## src/rtl/seq_sym_tx.sv

```systemverilog
`timescale 1ns/1ps
// -----------------------------------------------------------------------------
// seq_sym_tx
// Symbol-sequence transmitter for the 4-bit symbol bus. On request it sends the
// frame 1,0,2,2,1,0 a programmable number of times, then returns to driving a
// non-matching idle symbol so the downstream sequence detector never fires
// spuriously.
//
// Build option:
//   SEQ_SYM_TX_OVERLAP_EN  - when defined, repeat frames reuse the trailing
//                            "1,0" of the previous frame and only send 2,2,1,0.
//
// Ports:
//   clk    - rising-edge clock
//   rst    - asynchronous, active-high reset
//   start  - transmit request, sampled only while idle
//   count  - number of frames to send, latched on an accepted start
//   abort  - terminates transmission at the next edge
//   x      - registered transmitted symbol
//   valid  - high while x carries a frame symbol
//   busy   - high for every cycle that carries a frame symbol
//   done   - one-cycle pulse with the final symbol of the final frame
// -----------------------------------------------------------------------------
module seq_sym_tx #(
   parameter int          CNT_W    = 4,
   parameter logic [3:0]  IDLE_SYM = 4'b1111
) (
   input  logic             clk,
   input  logic             rst,
   input  logic             start,
   input  logic [CNT_W-1:0] count,
   input  logic             abort,
   output logic [3:0]       x,
   output logic             valid,
   output logic             busy,
   output logic             done
);

   typedef enum logic [2:0] {
      IDLE,
      T1A,
      T0A,
      T2A,
      T2B,
      T1B,
      T0B
   } state_t;

   state_t           state_q, state_d;
   logic [CNT_W-1:0] rem_q, rem_d;
   logic [3:0]       x_q, x_d;
   logic             valid_q, valid_d;
   logic             done_q, done_d;

   // Symbol carried by each state; outputs are decoded from the next state and
   // registered so that every output is a flop.
   function automatic logic [3:0] symOf(input state_t s);
      logic [3:0] sym;
      sym = IDLE_SYM;
      case (s)
         T1A, T1B: sym = 4'd1;
         T0A, T0B: sym = 4'd0;
         T2A, T2B: sym = 4'd2;
         default:  sym = IDLE_SYM;
      endcase
      return sym;
   endfunction

   // Next-state logic: frame walk, frame-repeat counting, and abort override.
   always_comb begin
      state_d = state_q;
      rem_d   = rem_q;
      case (state_q)
         IDLE: begin
            if (start && (count != '0)) begin
               state_d = T1A;
               rem_d   = count;
            end
         end
         T1A: state_d = T0A;
         T0A: state_d = T2A;
         T2A: state_d = T2B;
         T2B: state_d = T1B;
         T1B: state_d = T0B;
         T0B: begin
            // The counter leaves at 1, so the decrement can never wrap.
            if (rem_q == CNT_W'(1)) begin
               state_d = IDLE;
               rem_d   = '0;
            end else begin
               rem_d = rem_q - CNT_W'(1);
`ifdef SEQ_SYM_TX_OVERLAP_EN
               // The detector's overlap path already holds the "1,0" just sent.
               state_d = T2A;
`else
               state_d = T1A;
`endif
            end
         end
         default: begin
            state_d = IDLE;
            rem_d   = '0;
         end
      endcase

      if (abort && (state_q != IDLE)) begin
         state_d = IDLE;
         rem_d   = '0;
      end
   end

   // Output decode of the upcoming state. done marks the T0B cycle of the
   // final frame; rem is still 1 there because it only decrements on exit.
   always_comb begin
      x_d     = symOf(state_d);
      valid_d = (state_d != IDLE);
      done_d  = (state_d == T0B) && (rem_d == CNT_W'(1));
   end

   // State, counter and registered outputs.
   always_ff @(posedge clk or posedge rst) begin
      if (rst) begin
         state_q <= IDLE;
         rem_q   <= '0;
         x_q     <= IDLE_SYM;
         valid_q <= 1'b0;
         done_q  <= 1'b0;
      end else begin
         state_q <= state_d;
         rem_q   <= rem_d;
         x_q     <= x_d;
         valid_q <= valid_d;
         done_q  <= done_d;
      end
   end

   assign x     = x_q;
   assign valid = valid_q;
   assign busy  = valid_q;
   assign done  = done_q;

endmodule

```

## config.mk

```make
export PLATFORM = sky130hd
export DESIGN_NAME = seq_sym_tx
export DESIGN_NICKNAME = d
export VERILOG_FILES = /design/src/rtl/seq_sym_tx.sv
export SDC_FILE = /design/constraint.sdc
export NUM_CORES = 1
export LEC_CHECK = 0
export CAP_MARGIN = 20
export CORE_ASPECT_RATIO = 1.1
export CORE_UTILIZATION = 50
export CTS_CLUSTER_DIAMETER = 40
export CTS_CLUSTER_SIZE = 28
export DETAILED_ROUTE_END_ITERATION = 8
export PLACE_DENSITY_LB_ADDON = 0.08
export SLEW_MARGIN = 20
export SYNTH_ARGS = -nofsm -noshare
export SYNTH_HDL_FRONTEND = slang
export SYNTH_SLANG_ARGS = --single-unit
```

## constraint.sdc

```tcl
create_clock -name clk -period 2.59 [get_ports clk]
set_clock_uncertainty 0.1 [all_clocks]
set_input_delay 0.518 -clock clk [delete_from_list [all_inputs] [get_ports clk]]
set_output_delay 0.518 -clock clk [all_outputs]
set_load 0.01 [all_outputs]
```

---- Word level (Yosys, flattened, before mapping) ----
Cells that the tools add are included.
word-level totals
  bits in registers ....................... 13
  bits in latches ......................... 0
  RAM bits ................................ 0
  memory bits (read-only) ................. 0
  input port bits ......................... 8
  logic and storage cells ................. 40
  memories kept ........................... 0
operators by class
  $add $sub $neg .......................... 1
  $mul .................................... 0
  div/mod/pow operators ................... 0
  order comparisons ....................... 0
  equal/unequal tests ..................... 14
  shift-type cells ........................ 0
  muxes and demuxes ....................... 9
  bitwise gates (word level) .............. 0
  reduce and logical (&&, ||, !) cells .... 11
operator list
  kind                   number
  $pmux W4 S3            2
  $pmux W3 S7            1
  $eq A3 B3 Y1 const B   6
  $eq A3 B2 Y1 const B   4
  $mux W4                3
  $eq A4 B1 Y1 const B   2
  $eq A3 B1 Y1 const B   2
  $mux W3                2
  $reduce_bool A3 Y1     2
  $reduce_or A2 Y1       3
  $reduce_or A5 Y1       1
  $reduce_bool A4 Y1     1
  $sub A4 B1 Y4 const B  1
  $logic_and A1 B1 Y1    3
  $logic_not A3 Y1       1
  $mux W1                1

---- Logic depth before layout (Yosys ltp) ----
Gate-level depths: netlist (run 1).
  depth in word-level cells ............... 8
  depth in mapped cells ................... 9

---- Worst setup path after synthesis (run 1) ----
OpenSTA, ideal clock, no wires.
  kind .................................... input port to flip-flop
  from .................................... input port count[0]
  to ...................................... register done_q (netlist: done)
  library setup time ...................... 0.068 ns
  arrival ................................. 1.862 ns
  setup slack ............................. 0.560 ns
  stages .................................. 5
  cells stage by stage .................... o41a_1 -> o311ai_0 -> ha_1 -> and2_2 -> and4_1
on the way
  longest elaborated chain between the ends .. 7
  elaborated cells on any way between the ends .. 11
RTL lines
  what                                          RTL line  text
  from (decl)                                   31        input logic [CNT_W-1:0] count,
  $reduce_bool A4 Y1                            75        if (start && (count != '0)) begin
  $logic_and A1 B1 Y1                           75
  $mux W3 or $mux W4 (tied branches)            75
  $pmux W3 S7 or $pmux W4 S3 (tied branches)    73        case (state_q)
  $mux W3 or $mux W4 (tied branches)            106       if (abort && (state_q != IDLE)) begin
  $eq A3 B3 Y1 or $eq A4 B1 Y1 (tied branches)  117       done_d = (state_d == T0B) && (rem_d == CNT_W'(1));
  $logic_and A1 B1 Y1 *                         117
  net done_d                                    53        logic done_q, done_d;
  to (signal assigned)                          133       done_q <= done_d;
  to (decl)                                     53
The timed path passes the listed nets; every way through them passes the cells marked *.

---- Final worst setup path (run 1) ----
Same ends and word-level chain as after synthesis.

==> impl_metrics.json, run 1 <==
{
  "grt_pass1_wl_um": 2530,
  "drt_iter0_drc": 18,
  "slew_headroom_pct": 67.4,
  "synthMuxAreaShare_pct": 1.41,
  "synth-compound-area-share_pct": 21.3,
  "end_kind": "register",
  "rsz0062_at_grt": "false",
  "layout_commonest_cell": "clkdlybuf4s50_1",
  "cts_buffers": 3,
  "routed_wirelength_um": 1600,
  "max-cap-violations": 0,
  "synth_top_cell_area_share_pct": 28.1,
  "place.gp.congestion": 0.851,
  "ctsResizeCount": 0,
  "clk_pin_slew_ps": 80,
  "dr.pass1.iters": 4,
  "antenna_found_initial": 0,
  "clockRootBuffer": "clkbuf_4",
  "synth_edf_count": 0,
  "rows": 14,
  "ys_ff_latch": 12,
  "wl_per_cell_um": 14.1,
  "worstSetupPathType": "in -> reg",
  "tritoncts": "done",
  "dieArea_mm2": 0.00177,
  "clk_latency_ps": 260,
  "die_x_um": 40.2,
  "ant_nets": 0,
  "powerDensity_mw_per_mm2": 1070,
  "setup_viol": 0,
  "syn_nets": 95,
  "regArea_um2": 304,
  "io_pins": 15,
  "syn_inst": 82,
  "drcViolationCount": 0,
  "regToRegStartpoint": "rem_q[1]",
  "crit_required_ps": 2690,
  "fmax_mhz": 452,
  "dpl-instance-area_um2": 931,
  "period_share_pct": 85.4,
  "worstPathArrival_ps": 2310,
  "overflow": 0,
  "p_leak_nw": 0.414,
  "coreArea_mm2": 0.00144,
  "vias": 675,
  "cts_hold_buf": 0,
  "ys.flop_type": "dfrtp_1",
  "grt_pass1_vias": 545,
  "htreeDepth": 1,
  "yosysSeqAreaShare_pct": 38.0,
  "post_synth.cell_area_avg_um2": 9.77,
  "die_h_um": 44.0,
  "layout_common_cells": "14 x clkdlybuf4s50_1, 9 x dfrtp_1, 8 x nor3_1, 6 x nor2_1",
  "synthTopCellsByArea": "dfrtp_1 28%, dfstp_2 9.8%, ha_1 7.8%",
  "area_growth_pct": 20.8,
  "r2r-end": "done",
  "max_slew.worst_pin.slew_ps": 485,
  "multi_input_area_um2": 433,
  "synth-simple-area-share_pct": 21.4,
  "n_antenna_cell": 0,
  "grt_use_total_pct": 20.8,
  "port_buffers": 14,
  "startpoint_type": "primary input",
  "fin_nets": 111,
  "peakVddDrop_mv": 0.537,
  "synth_top_family_by_area": "simple AND/OR/NAND/NOR gates",
  "r2r_slack_ps": 380,
  "cp_max_fo": 4,
  "rr_worst_depth": 10,
  "cts_sinks": 12,
  "finalHoldViolCount": 0,
  "synth_top_area_cell": "dfrtp_1",
  "drive_gt1_share_pct": 17.5,
  "finalMaxSlewViolations": 0,
  "synthXorXnorAreaFrac_pct": 2.19,
  "status": "finished clean",
  "dp_hpwl_um": 1270,
  "synth_cell_types": 39,
  "vias_per_cell": 5.97,
  "fin_area_um2": 967,
  "synth_warnings": 0,
  "synth-adder-area-share_pct": 7.81,
  "min_period_ps": 2210,
  "fin_tns_setup_ps": 0,
  "async_flop_share_pct": 100,
  "grt_max_degree": 16,
  "clk_path_buf_depth": 2,
  "cts_setup_buffers": 0,
  "start_util_pct": 55.7,
  "syn_area_um2": 801,
  "fillers": 121,
  "worstHoldPathType": "in -> async"
}
per-stage QoR:
stage | util, % | std cells | setup slack [ps] | hold slack [ps] | power, mW
5_1_grt | 67.3 | 113 | 246 | 511 | 1.12
4_1_cts | 67.3 | 113 | 374 | 459 | 1.03
6_report | 67.3 | 113 | 378 | 447 | 1.03
3_5_place_dp | 64.8 | 109 | 98.4 | 554 | 0.890
3_3_place_gp | 64.8 | 109 | 118 | 544 | 0.873
2_1_floorplan | - | 82 | 560 | 281 | 0.731
flip-flops by register name, indices dropped and copies added, names as in the netlist:
register  flops
done          1
busy          1
state_q       3
x             3
rem_q         4
cell usage after synthesis, drive strengths merged, types with 3 or more instances:
| master | n |
|---|---|
| a21oi | 5 |
| buf | 4 |
| dfrtp | 9 |
| dfstp | 3 |
| ha | 5 |
| inv | 5 |
| nand2 | 3 |
| nor2 | 6 |
| nor3 | 8 |
| o21ai | 3 |
power breakdown:
part / switching, mW / leakage [nW] / total (mW) / internal [mW]
registers: 0.103 / 0.148 / 0.378 / 0.275
logic: 0.248 / 0.246 / 0.512 / 0.264
clock network: 0.0570 / 0.0210 / 0.142 / 0.0852
total: 0.408 / 0.414 / 1.03 / 0.624
worst max path at each step:
stage,depth (start not counted),start,endpoint,slack (ps)
after floorplan,5,count[0],done,560
after CTS,7,count[0],done,370
final,7,count[0],done,380
after detailed placement,7,count[0],done,100
after global routing,10,rem_q[1],done,250
after global placement,7,count[0],done,120
layer usage:
metal	part of all wire, %	up-vias	wire [µm]	GRT usage (%)
met4	1.1	0	17	4.14
met3	6.8	2	109	4.62
li1	-	330	-	-
met2	47	32	749	31.6
met5	0	-	0	0
met1	45	311	720	29.9
area by class of cell:
type	count	share of cell area (%)
Timing Repair Buffer	16	16.0
Inverter	5	1.94
Tap cell	16	2.07
Multi-Input combinational cell	60	44.8
Sequential cell	12	31.4
Clock buffer	4	3.75
cell families (layout without fill, tap and decap cells):
family                     Yosys count  after routing
DFF                                 12             12
xor gates and xnor gates             2              2
and+or+nand+nor                     31             31
muxes                                1              1
AOI/OAI and AO/OA                   21             21
adders and majority gates            5              5
buffers and inverters               10             25
worst max-delay path, cell delays in order:
cell	delay (ps)
clkdlybuf4s50_1	450
o41a_1	450
o311ai_0	300
buf_4	180
ha_1	120
and2_2	120
and4_1	180
No activity file was read; power rests on OpenSTA's default activity.
==> run 2, diff against run 1 <==
--- a/config.mk
+++ b/config.mk
@@ -7,7 +7,7 @@
 export LEC_CHECK = 0
 export CAP_MARGIN = 20
 export CORE_ASPECT_RATIO = 1.1
-export CORE_UTILIZATION = 50
+export CORE_UTILIZATION = 30
 export CTS_CLUSTER_DIAMETER = 40
 export CTS_CLUSTER_SIZE = 28
 export DETAILED_ROUTE_END_ITERATION = 8
==> impl_metrics.json, run 2 (same netlist as run 1, synthesis figures left out) <==
{
  "vias": 684,
  "drt_iter0_drc": 8,
  "cp_num_buf_inv": 2,
  "clk_pin_slew_ps": 70,
  "start_util_pct": 31.8,
  "cp_max_fo": 6,
  "wl_per_cell_um": 14.6,
  "setup_viol": 0,
  "fin_nets": 114,
  "largest_reg_flops": 4,
  "area_growth_pct": 25.9,
  "p_leak_nw": 0.429,
  "die_h_um": 56.2,
  "switching_power_uw": 419,
  "min_period_ps": 2240,
  "fillers": 269,
  "crit_top_cell": "ha_1",
  "startpoint_type": "register",
  "cts_setup_buffers": 0,
  "grt_use_total_pct": 15.3,
  "status": "finished clean",
  "use_met3_pct": 3.28,
  "layout_common_cells": "14 x clkdlybuf4s50_1, 9 x dfrtp_1, 8 x nor3_1, 6 x nor2_1",
  "regToRegStartpoint": "rem_q[1]",
  "worstPathArrival_ps": 2350,
  "vias_per_cell": 5.22,
  "power_mw": 1.05,
  "dp_hpwl_um": 1470,
  "layout_commonest_cell": "clkdlybuf4s50_1",
  "rr_worst_depth": 10,
  "fmax_mhz": 446,
  "dr.pass1.iters": 4,
  "ctsResizeCount": 0,
  "r2r-end": "done",
  "clockRootBuffer": "clkbuf_4",
  "fin_tns_setup_ps": 0,
  "switching_share_pct": 40.0,
  "clk_latency_ps": 270,
  "finalMaxSlewViolations": 0,
  "largest-register": "rem_q",
  "drcViolationCount": 0,
  "htreeDepth": 1,
  "cts_hold_buf": 0,
  "power_frac_comb_pct": 49.4,
  "worstHoldPathType": "in -> async",
  "r2r_slack_ps": 350,
  "grt_util_met1_pct": 20.9,
  "overflow": 0,
  "slowest_stage": "dfrtp_1",
  "crit_family": "simple AND/OR/NAND/NOR gates",
  "pwr-share-seq_pct": 36.8,
  "max_stage_delay_ps": 460,
  "finalHoldViolCount": 0,
  "max_slew.worst_pin.slew_ps": 495,
  "grt_max_degree": 16,
  "ant_nets": 0,
  "slew_headroom_pct": 66.7,
  "worstPathCellList": "inv_1 -> ha_1 -> nor3b_1 -> a21o_1 -> nand2_1 -> o311ai_0 -> buf_4 -> ha_1 -> and2_2 -> and4_1",
  "power.internal_uw": 628,
  "powerDensity_mw_per_mm2": 1040,
  "gr-usage-met2_pct": 22.7,
  "port_buffers": 14,
  "path_depth": 10,
  "place.gp.congestion": 0.837,
  "io_pins": 15,
  "die_x_um": 51.3,
  "period_share_pct": 86.6,
  "antenna_found_initial": 0,
  "drive_gt1_share_pct": 20.0,
  "multi_input_area_um2": 433,
  "clockPowerShare_pct": 13.7,
  "tritoncts": "done",
  "cts_buffers": 3,
  "worstSetupPathType": "reg -> reg",
  "rsz0062_at_grt": "false",
  "max-cap-violations": 0,
  "n_antenna_cell": 0,
  "grt_pass1_wl_um": 3170,
  "routed_wirelength_um": 1910,
  "end_kind": "register",
  "regArea_um2": 304,
  "cts_sinks": 12,
  "grt_pass1_vias": 654,
  "peakVddDrop_mv": 0.462,
  "dieArea_mm2": 0.00288,
  "crit_required_ps": 2690,
  "coreArea_mm2": 0.00252,
  "rows": 19,
  "clk_path_buf_depth": 2,
  "busiest_layer": "met2"
}
-- run 2: cell types whose count changed in the layout (fill, tap and decap cells not counted), sizes merged --
cell | before | now
buf | 2 | 5
-- run 2: final cells by class --
class | count | area share, %
clock buffers | 4 | 3.60
well taps | 31 | 3.85
inverters | 5 | 1.86
flip-flops and latches | 12 | 30.1
multi-input cells | 60 | 42.9
repair buffers | 19 | 17.6
-- run 2: power by group through the flow --
stage	clock network, mW	logic, mW	registers [mW]
CTS	0.150	0.518	0.386
detailed placement	0	0.517	0.388
global route	0.160	0.576	0.402
global placement	0	0.524	0.383
finish	0.144	0.518	0.385
floorplan	0	0.383	0.348
-- run 2: worst max-delay path by stage --
stage	from	to	slack [ps]
after floorplan	count[0]	done	560
after global placement	count[0]	done	160
after detailed placement	count[0]	done	120
after CTS	rem_q[1]	done	370
after global routing	rem_q[1]	done	230
final	rem_q[1]	done	350
-- run 2: per-layer routing --
layer / share of wire [%] / wire length [µm]
met5: 0 / 0
met4: 1.4 / 26
met1: 49 / 934
met3: 2.0 / 39
met2: 48 / 906
-- run 2: worst reg2reg max path: cells and delay by family, from the launching register on --
kind | cells | cell delay [ps]
AOI/OAI and AO/OA | 2 | 290
adders and majority gates | 2 | 260
buffers and inverters | 2 | 300
DFF | 1 | 460
and+or+nand+nor | 4 | 760
-- run 2: per-stage QoR --
stage / hold WS, ps / instances / instance area [µm²] / util [%] / setup slack [ps]
after floorplan: 281 / 82 / 801 / - / 560
after detailed placement: 552 / 127 / 972 / 38.6 / 121
after global routing: 467 / 131 / 1010 / 40.0 / 230
after CTS: 445 / 131 / 1010 / 40.0 / 366
final: 435 / 131 / 1010 / 40.0 / 347
after global placement: 578 / 127 / 972 / 38.6 / 163
